<file path="src/rtl/warp_imem_arbiter_if.sv">
`default_nettype none
// ============================================================================
// Module      : warp_imem_arbiter_if
// Description : Request/response bundle between the fetch unit, the load unit,
//               the shared memory read port and the arbiter.
// Revision    : 1.0 - initial release
// ============================================================================
interface warp_imem_arbiter_if #(
    parameter int ADDR_WIDTH = 64,
    parameter int DATA_WIDTH = 64
);
    logic                  i_imem_ren;
    logic [ADDR_WIDTH-1:0] i_imem_raddr;
    logic                  o_imem_valid;
    logic [DATA_WIDTH-1:0] o_imem_rdata;

    logic                  i_dmem_ren;
    logic [ADDR_WIDTH-1:0] i_dmem_raddr;
    logic                  o_dmem_valid;
    logic [DATA_WIDTH-1:0] o_dmem_rdata;

    logic                  o_mem_ren;
    logic [ADDR_WIDTH-1:0] o_mem_raddr;
    logic                  i_mem_valid;
    logic [DATA_WIDTH-1:0] i_mem_rdata;

    logic                  o_busy;

    // Arbiter side
    modport master (
        input  i_imem_ren, i_imem_raddr,
        input  i_dmem_ren, i_dmem_raddr,
        input  i_mem_valid, i_mem_rdata,
        output o_imem_valid, o_imem_rdata,
        output o_dmem_valid, o_dmem_rdata,
        output o_mem_ren, o_mem_raddr,
        output o_busy
    );

    // Requesters and memory side
    modport slave (
        output i_imem_ren, i_imem_raddr,
        output i_dmem_ren, i_dmem_raddr,
        output i_mem_valid, i_mem_rdata,
        input  o_imem_valid, o_imem_rdata,
        input  o_dmem_valid, o_dmem_rdata,
        input  o_mem_ren, o_mem_raddr,
        input  o_busy
    );
endinterface
`default_nettype wire

</file>
<file path="src/rtl/warp_imem_arbiter.sv">
`default_nettype none
// ============================================================================
// Module      : warp_imem_arbiter
// Description : Round-robin arbiter sharing one memory read port between
//               instruction fetch (req 0) and the load unit (req 1).
// Revision    : 1.0 - initial release
// ============================================================================
module warp_imem_arbiter #(
    parameter int ADDR_WIDTH = 64,
    parameter int DATA_WIDTH = 64
) (
    input  wire logic             i_clk,
    input  wire logic             i_rst_n,
    warp_imem_arbiter_if.master   bus
);

    typedef enum logic [0:0] {
        ST_IDLE = 1'b0,
        ST_BUSY = 1'b1
    } state_t;

    localparam logic c_REQ_FETCH = 1'b0;
    localparam logic c_REQ_LOAD  = 1'b1;

    state_t                r_state;
    state_t                w_state_nxt;
    logic                  r_owner;
    logic                  w_owner_nxt;
    logic                  r_last_grant;
    logic                  w_last_grant_nxt;

    logic [1:0]            r_slot_vld;
    logic [ADDR_WIDTH-1:0] r_slot_addr [2];

    logic [1:0]            w_ren;
    logic [ADDR_WIDTH-1:0] w_in_addr [2];
    logic [1:0]            w_cand;
    logic                  w_free;
    logic                  w_resp;
    logic                  w_grant;
    logic                  w_winner;
    logic [1:0]            w_grant_vec;
    logic [ADDR_WIDTH-1:0] w_grant_addr;

    assign w_ren        = {bus.i_dmem_ren, bus.i_imem_ren};
    assign w_in_addr[0] = bus.i_imem_raddr;
    assign w_in_addr[1] = bus.i_dmem_raddr;

    // Grant, routing and next-state decode
    always_comb begin
        w_state_nxt      = r_state;
        w_owner_nxt      = r_owner;
        w_last_grant_nxt = r_last_grant;
        w_grant          = 1'b0;
        w_grant_addr     = '0;
        w_cand           = r_slot_vld | w_ren;
        // Gating with i_rst_n keeps every output low while reset is held
        w_free           = i_rst_n && ((r_state == ST_IDLE) || bus.i_mem_valid);
        w_resp           = i_rst_n && (r_state == ST_BUSY) && bus.i_mem_valid;

        if (w_cand == 2'b11) begin
            w_winner = ~r_last_grant;
        end else begin
            w_winner = w_cand[1];
        end

        if (w_free && (|w_cand)) begin
            w_grant          = 1'b1;
            w_grant_addr     = r_slot_vld[w_winner] ? r_slot_addr[w_winner]
                                                    : w_in_addr[w_winner];
            w_state_nxt      = ST_BUSY;
            w_owner_nxt      = w_winner;
            w_last_grant_nxt = w_winner;
        end else if (w_resp) begin
            w_state_nxt = ST_IDLE;
        end

        w_grant_vec = {w_grant & w_winner, w_grant & ~w_winner};
    end

    always_ff @(posedge i_clk or negedge i_rst_n) begin
        if (!i_rst_n) begin
            r_state      <= ST_IDLE;
            r_owner      <= c_REQ_FETCH;
            r_last_grant <= c_REQ_LOAD;
        end else begin
            r_state      <= w_state_nxt;
            r_owner      <= w_owner_nxt;
            r_last_grant <= w_last_grant_nxt;
        end
    end

    // A request that loses arbitration (or arrives while busy) parks here
    generate
        for (genvar gi = 0; gi < 2; gi++) begin : g_slot
            always_ff @(posedge i_clk or negedge i_rst_n) begin
                if (!i_rst_n) begin
                    r_slot_vld[gi]  <= 1'b0;
                    r_slot_addr[gi] <= '0;
                end else if (w_grant_vec[gi]) begin
                    r_slot_vld[gi]  <= 1'b0;
                end else if (w_ren[gi]) begin
                    r_slot_vld[gi]  <= 1'b1;
                    r_slot_addr[gi] <= w_in_addr[gi];
                end
            end
        end
    endgenerate

    assign bus.o_mem_ren    = w_grant;
    assign bus.o_mem_raddr  = w_grant_addr;
    assign bus.o_busy       = (r_state == ST_BUSY);

    assign bus.o_imem_valid = w_resp && (r_owner == c_REQ_FETCH);
    assign bus.o_dmem_valid = w_resp && (r_owner == c_REQ_LOAD);
    assign bus.o_imem_rdata = bus.o_imem_valid ? bus.i_mem_rdata : {DATA_WIDTH{1'b0}};
    assign bus.o_dmem_rdata = bus.o_dmem_valid ? bus.i_mem_rdata : {DATA_WIDTH{1'b0}};

endmodule
`default_nettype wire

</file>
<file path="src/flat_wrapper.sv">
// flat-port wrapper written by rule: the top's interface ports become plain ports
module warp_imem_arbiter_flat 
#(
    parameter int ADDR_WIDTH = 64,
    parameter int DATA_WIDTH = 64
)
  (i_clk, i_rst_n, bus_i_imem_ren, bus_i_imem_raddr, bus_i_dmem_ren, bus_i_dmem_raddr, bus_i_mem_valid, bus_i_mem_rdata, bus_o_imem_valid, bus_o_imem_rdata, bus_o_dmem_valid, bus_o_dmem_rdata, bus_o_mem_ren, bus_o_mem_raddr, bus_o_busy);
  warp_imem_arbiter_if #(.ADDR_WIDTH(ADDR_WIDTH), .DATA_WIDTH(DATA_WIDTH)) bus_i ();
  input  wire logic i_clk;
  input  wire logic i_rst_n;
  input wire logic [$bits(bus_i.i_imem_ren)-1:0] bus_i_imem_ren;
  input wire logic [$bits(bus_i.i_imem_raddr)-1:0] bus_i_imem_raddr;
  input wire logic [$bits(bus_i.i_dmem_ren)-1:0] bus_i_dmem_ren;
  input wire logic [$bits(bus_i.i_dmem_raddr)-1:0] bus_i_dmem_raddr;
  input wire logic [$bits(bus_i.i_mem_valid)-1:0] bus_i_mem_valid;
  input wire logic [$bits(bus_i.i_mem_rdata)-1:0] bus_i_mem_rdata;
  output wire logic [$bits(bus_i.o_imem_valid)-1:0] bus_o_imem_valid;
  output wire logic [$bits(bus_i.o_imem_rdata)-1:0] bus_o_imem_rdata;
  output wire logic [$bits(bus_i.o_dmem_valid)-1:0] bus_o_dmem_valid;
  output wire logic [$bits(bus_i.o_dmem_rdata)-1:0] bus_o_dmem_rdata;
  output wire logic [$bits(bus_i.o_mem_ren)-1:0] bus_o_mem_ren;
  output wire logic [$bits(bus_i.o_mem_raddr)-1:0] bus_o_mem_raddr;
  output wire logic [$bits(bus_i.o_busy)-1:0] bus_o_busy;
  assign bus_i.i_imem_ren = bus_i_imem_ren;
  assign bus_i.i_imem_raddr = bus_i_imem_raddr;
  assign bus_i.i_dmem_ren = bus_i_dmem_ren;
  assign bus_i.i_dmem_raddr = bus_i_dmem_raddr;
  assign bus_i.i_mem_valid = bus_i_mem_valid;
  assign bus_i.i_mem_rdata = bus_i_mem_rdata;
  assign bus_o_imem_valid = bus_i.o_imem_valid;
  assign bus_o_imem_rdata = bus_i.o_imem_rdata;
  assign bus_o_dmem_valid = bus_i.o_dmem_valid;
  assign bus_o_dmem_rdata = bus_i.o_dmem_rdata;
  assign bus_o_mem_ren = bus_i.o_mem_ren;
  assign bus_o_mem_raddr = bus_i.o_mem_raddr;
  assign bus_o_busy = bus_i.o_busy;
  warp_imem_arbiter #(.ADDR_WIDTH(ADDR_WIDTH), .DATA_WIDTH(DATA_WIDTH)) u_core (.i_clk(i_clk), .i_rst_n(i_rst_n), .bus(bus_i));
endmodule
</file>
<file path="config.mk">
export PLATFORM = sky130hd
export DESIGN_NAME = warp_imem_arbiter_flat
export DESIGN_NICKNAME = d
export VERILOG_FILES = /design/src/rtl/warp_imem_arbiter_if.sv /design/src/rtl/warp_imem_arbiter.sv /design/src/flat_wrapper.sv
export SDC_FILE = /design/constraint.sdc
export NUM_CORES = 1
export LEC_CHECK = 0
export ABC_CLOCK_PERIOD_IN_PS = 2700
export CAP_MARGIN = 20
export CORE_AREA = 2 2 151 153
export DETAILED_ROUTE_END_ITERATION = 6
export DIE_AREA = 0 0 153 155
export PLACE_DENSITY = 0.82
export SETUP_SLACK_MARGIN = 0.2
export SYNTH_ARGS = -nofsm -noshare
export SYNTH_HDL_FRONTEND = slang
export SYNTH_SLANG_ARGS = --single-unit
</file>
<file path="constraint.sdc">
create_clock -name i_clk -period 2.7 [get_ports i_clk]
set_input_delay 0.27 -clock i_clk [delete_from_list [all_inputs] [get_ports i_clk]]
set_output_delay 0.27 -clock i_clk [all_outputs]
set_load 0.05 [all_outputs]
</file>
==> results.cfg <==
[pwr]
p_int_mw = 7.31
power_leakage_nw = 7.06
power_frac_clock = 0.192
fin_total_pwr_mw = 11.8
p_sw_frac = 0.378
ir_worst_vdd_v = 0.000618
p_per_area_nw_per_um2 = 702
switching_power_mw = 4.45
share_comb_of_total_power = 0.577
sequentialPowerShare = 0.231

[worst_setup_path]
ff2ff_setup_slack_ps = 300
endpoint_kind = output pin
startpoint_type = flop
slowest_delay_ps = 540
critPathMaxFanout = 7
cp_common_cell = buf_6
worstPathCellList = nand2b_4 > a21oi_4 > a31oi_4 > buf_6 > clkbuf_16 > buf_6 > mux2i_1 > o22ai_2 > buf_12
cp.required_ps = 2430
critPathArrivalTime_ps = 2560
path_class = flop to output pin
crit_buf_inv = 4
cp_top_family = buffers and inverters
cp_slowest_cell = dfstp_2

[grt]
grt_use_total = 0.251
grt_max_degree = 71
first_global_vias = 7753
grt_pass1_wl_mm = 46.1
antenna_found_initial = 3
overflow = 0

[clocking]
clkSinkCount = 133
clk_latency_ps = 410
clk_pin_slew_worst_paths_ps = 60
cts_buffers = 17
cts_tree = done
cts_buffer_depth = 2
root_buffer = clkbuf_16
htree_levels = 4

[detailed_routing]
wl_per_cell_um = 24.4
ant_nets = 0
drc = 0
wl_mm = 33.8
dr.pass1.iters = 5
viasPerCell = 5.31
via_count = 7355
drtIter0Drc = 353

[sta]
max_freq_mhz = 353
drv_slew = 0
setup_ws_ps = -129
fin_crit_sh = 1.05
finalHoldViolations = 0
worst_slew_pin_slew_ps = 904
max-slew-margin-rel = 0.397
report.final.setup_viol = 3
period_needed_ps = 2830
clock_skew_ps = 7.94
rsz0062_at_grt = true
fin_hold_ws_ps = 85.2

[synth]
synth_cell_types = 25
syn_inst = 662
synthSimpleGateAreaFrac = 0.111
synth-compound-area-share = 0.0565
synth_warnings = 0
async_reset_ff_frac = 1.00
yosys.area_share.adder = 0
synth_top_family_by_area = multiplexers
synth.area.mux_share = 0.370
synth_seq_cells = 133
synth-edff-count = 0
seq_area_frac_synth = 0.417
synth-main-ff-cell = dfrtp_1
synth.avg_cell_area_um2 = 12.1
synthXorXnorAreaFrac = 0
syn_area_um2 = 7980
syn-num-nets = 859

[flow_run]
drv_cap = 0

[final_layout]
layout.nets = 1284
final_common_cell = buf_12
final_area_um2 = 16800
multiInputGateArea_um2 = 5500
seq_area_um2 = 3330
drive_gt1_frac = 0.525
area_growth_pct = 110
instances_no_fill = 1386
fillCellCount = 1256
final_cell_mix = 214 x buf_12, 195 x clkdlybuf4s50_1, 131 x dfrtp_1

[placement]
detailed_place_hpwl_mm = 21.1
place_inst = 1314
gp_congestion = 0.777
place_area_um2 = 14300
dpl_worst_slack_ps = 141
io_buffers = 392

[floorplanning]
rows = 55
dieArea_um2 = 23700
die_w_um = 153
dieHeight_um = 155
core_um2 = 22200
initial_core_util = 0.359
io_pins = 393

[min_path]
min_path_type = input port to asynchronous set/reset pin

[outcome]
outcome = finished with violations
violations = negative setup slack
[final timing paths]
| path | startpoint | cells past startpoint | to |
|---|---|---|---|
| hold / removal | i_rst_n | 2 | u_core.r_slot_addr[13] |
| max in group asynchronous | i_rst_n | 2 | u_core.r_slot_addr[46] |
| setup / recovery | u_core.r_last_grant | 9 | bus_o_mem_raddr[27] |
| hold reg to reg | u_core.r_slot_addr[126] | 1 | u_core.r_slot_addr[126] |
| min in group i_clk | i_rst_n | 2 | u_core.bus.o_busy |
| setup reg to reg | u_core.r_last_grant | 9 | u_core.r_slot_addr[66] |
[power by group through the flow]
| stage | clock, mW | combinational (mW) | sequential, mW |
|---|---|---|---|
| final | 2.25 | 6.79 | 2.71 |
| after global placement | 0 | 5.13 | 2.60 |
| after floorplan | 0 | 2.90 | 2.55 |
| after global routing | 2.41 | 7.00 | 2.74 |
| after detailed placement | 0 | 5.21 | 2.62 |
| after CTS | 2.28 | 5.99 | 2.62 |
[timing repair]
action,in CTS,in global routing
hold buffers,1,0
endpoints found under the setup margin,60,68
buffers inserted,11,13
cloned,7,7
endpoints found under the hold margin,2,0
resized for setup,124,113
pin swaps,8,16
[layer usage]
| metal | part of all wire | GRT usage | vias up |
|---|---|---|---|
| met5 | 0.00033 | 0 | - |
| met4 | 0.027 | 0.0882 | 2 |
| met3 | 0.061 | 0.0593 | 65 |
| met2 | 0.52 | 0.432 | 348 |
| met1 | 0.39 | 0.311 | 3703 |
| li1 | - | - | 3237 |
[flip-flops by register name, indices dropped and copies added (netlist names)]
register,cells
u_core.r_slot_addr,128
u_core.r_slot_vld,2
u_core.bus.o_busy,1
u_core.r_last_grant,1
u_core.r_owner,1
[cells in the mapped netlist, types with 3 or more instances]
library cell	instances	area (um^2)
dfrtp_1	132	3300
clkbuf_1	24	90.1
o22ai_1	64	400
and2_1	128	801
inv_1	3	11.3
mux2i_1	128	1280
buf_2	23	115
nand2_1	5	18.8
o21ai_0	3	15.0
mux2_2	68	766
mux2_4	60	901
buf_12	7	140
[logic make-up after synthesis]
| logic type | count (synthesis) |
|---|---|
| multiplexers | 256 |
| AND/OR/NAND/NOR | 143 |
| AO/OA/AOI/OAI | 72 |
| flip-flops | 133 |
| buffers and inverters | 58 |
[through the flow]
step	setup TNS [ps]	util
after floorplan	-3460	-
after CTS	0	0.711
final	-236	0.754
after global routing	-1280	0.754
after detailed placement	0	0.643
after global placement	0	0.643
[area by class of cell]
class	instances	share of cell area
clock buffers	21	0.0275
well taps	285	0.0213
clock inverters	10	0.00590
inverters	3	0.000672
diodes	2	0.000299
flip-flops and latches	133	0.199
multi-input cells	471	0.328
repair buffers	461	0.417
No activity file was read; power rests on OpenSTA's default activity.
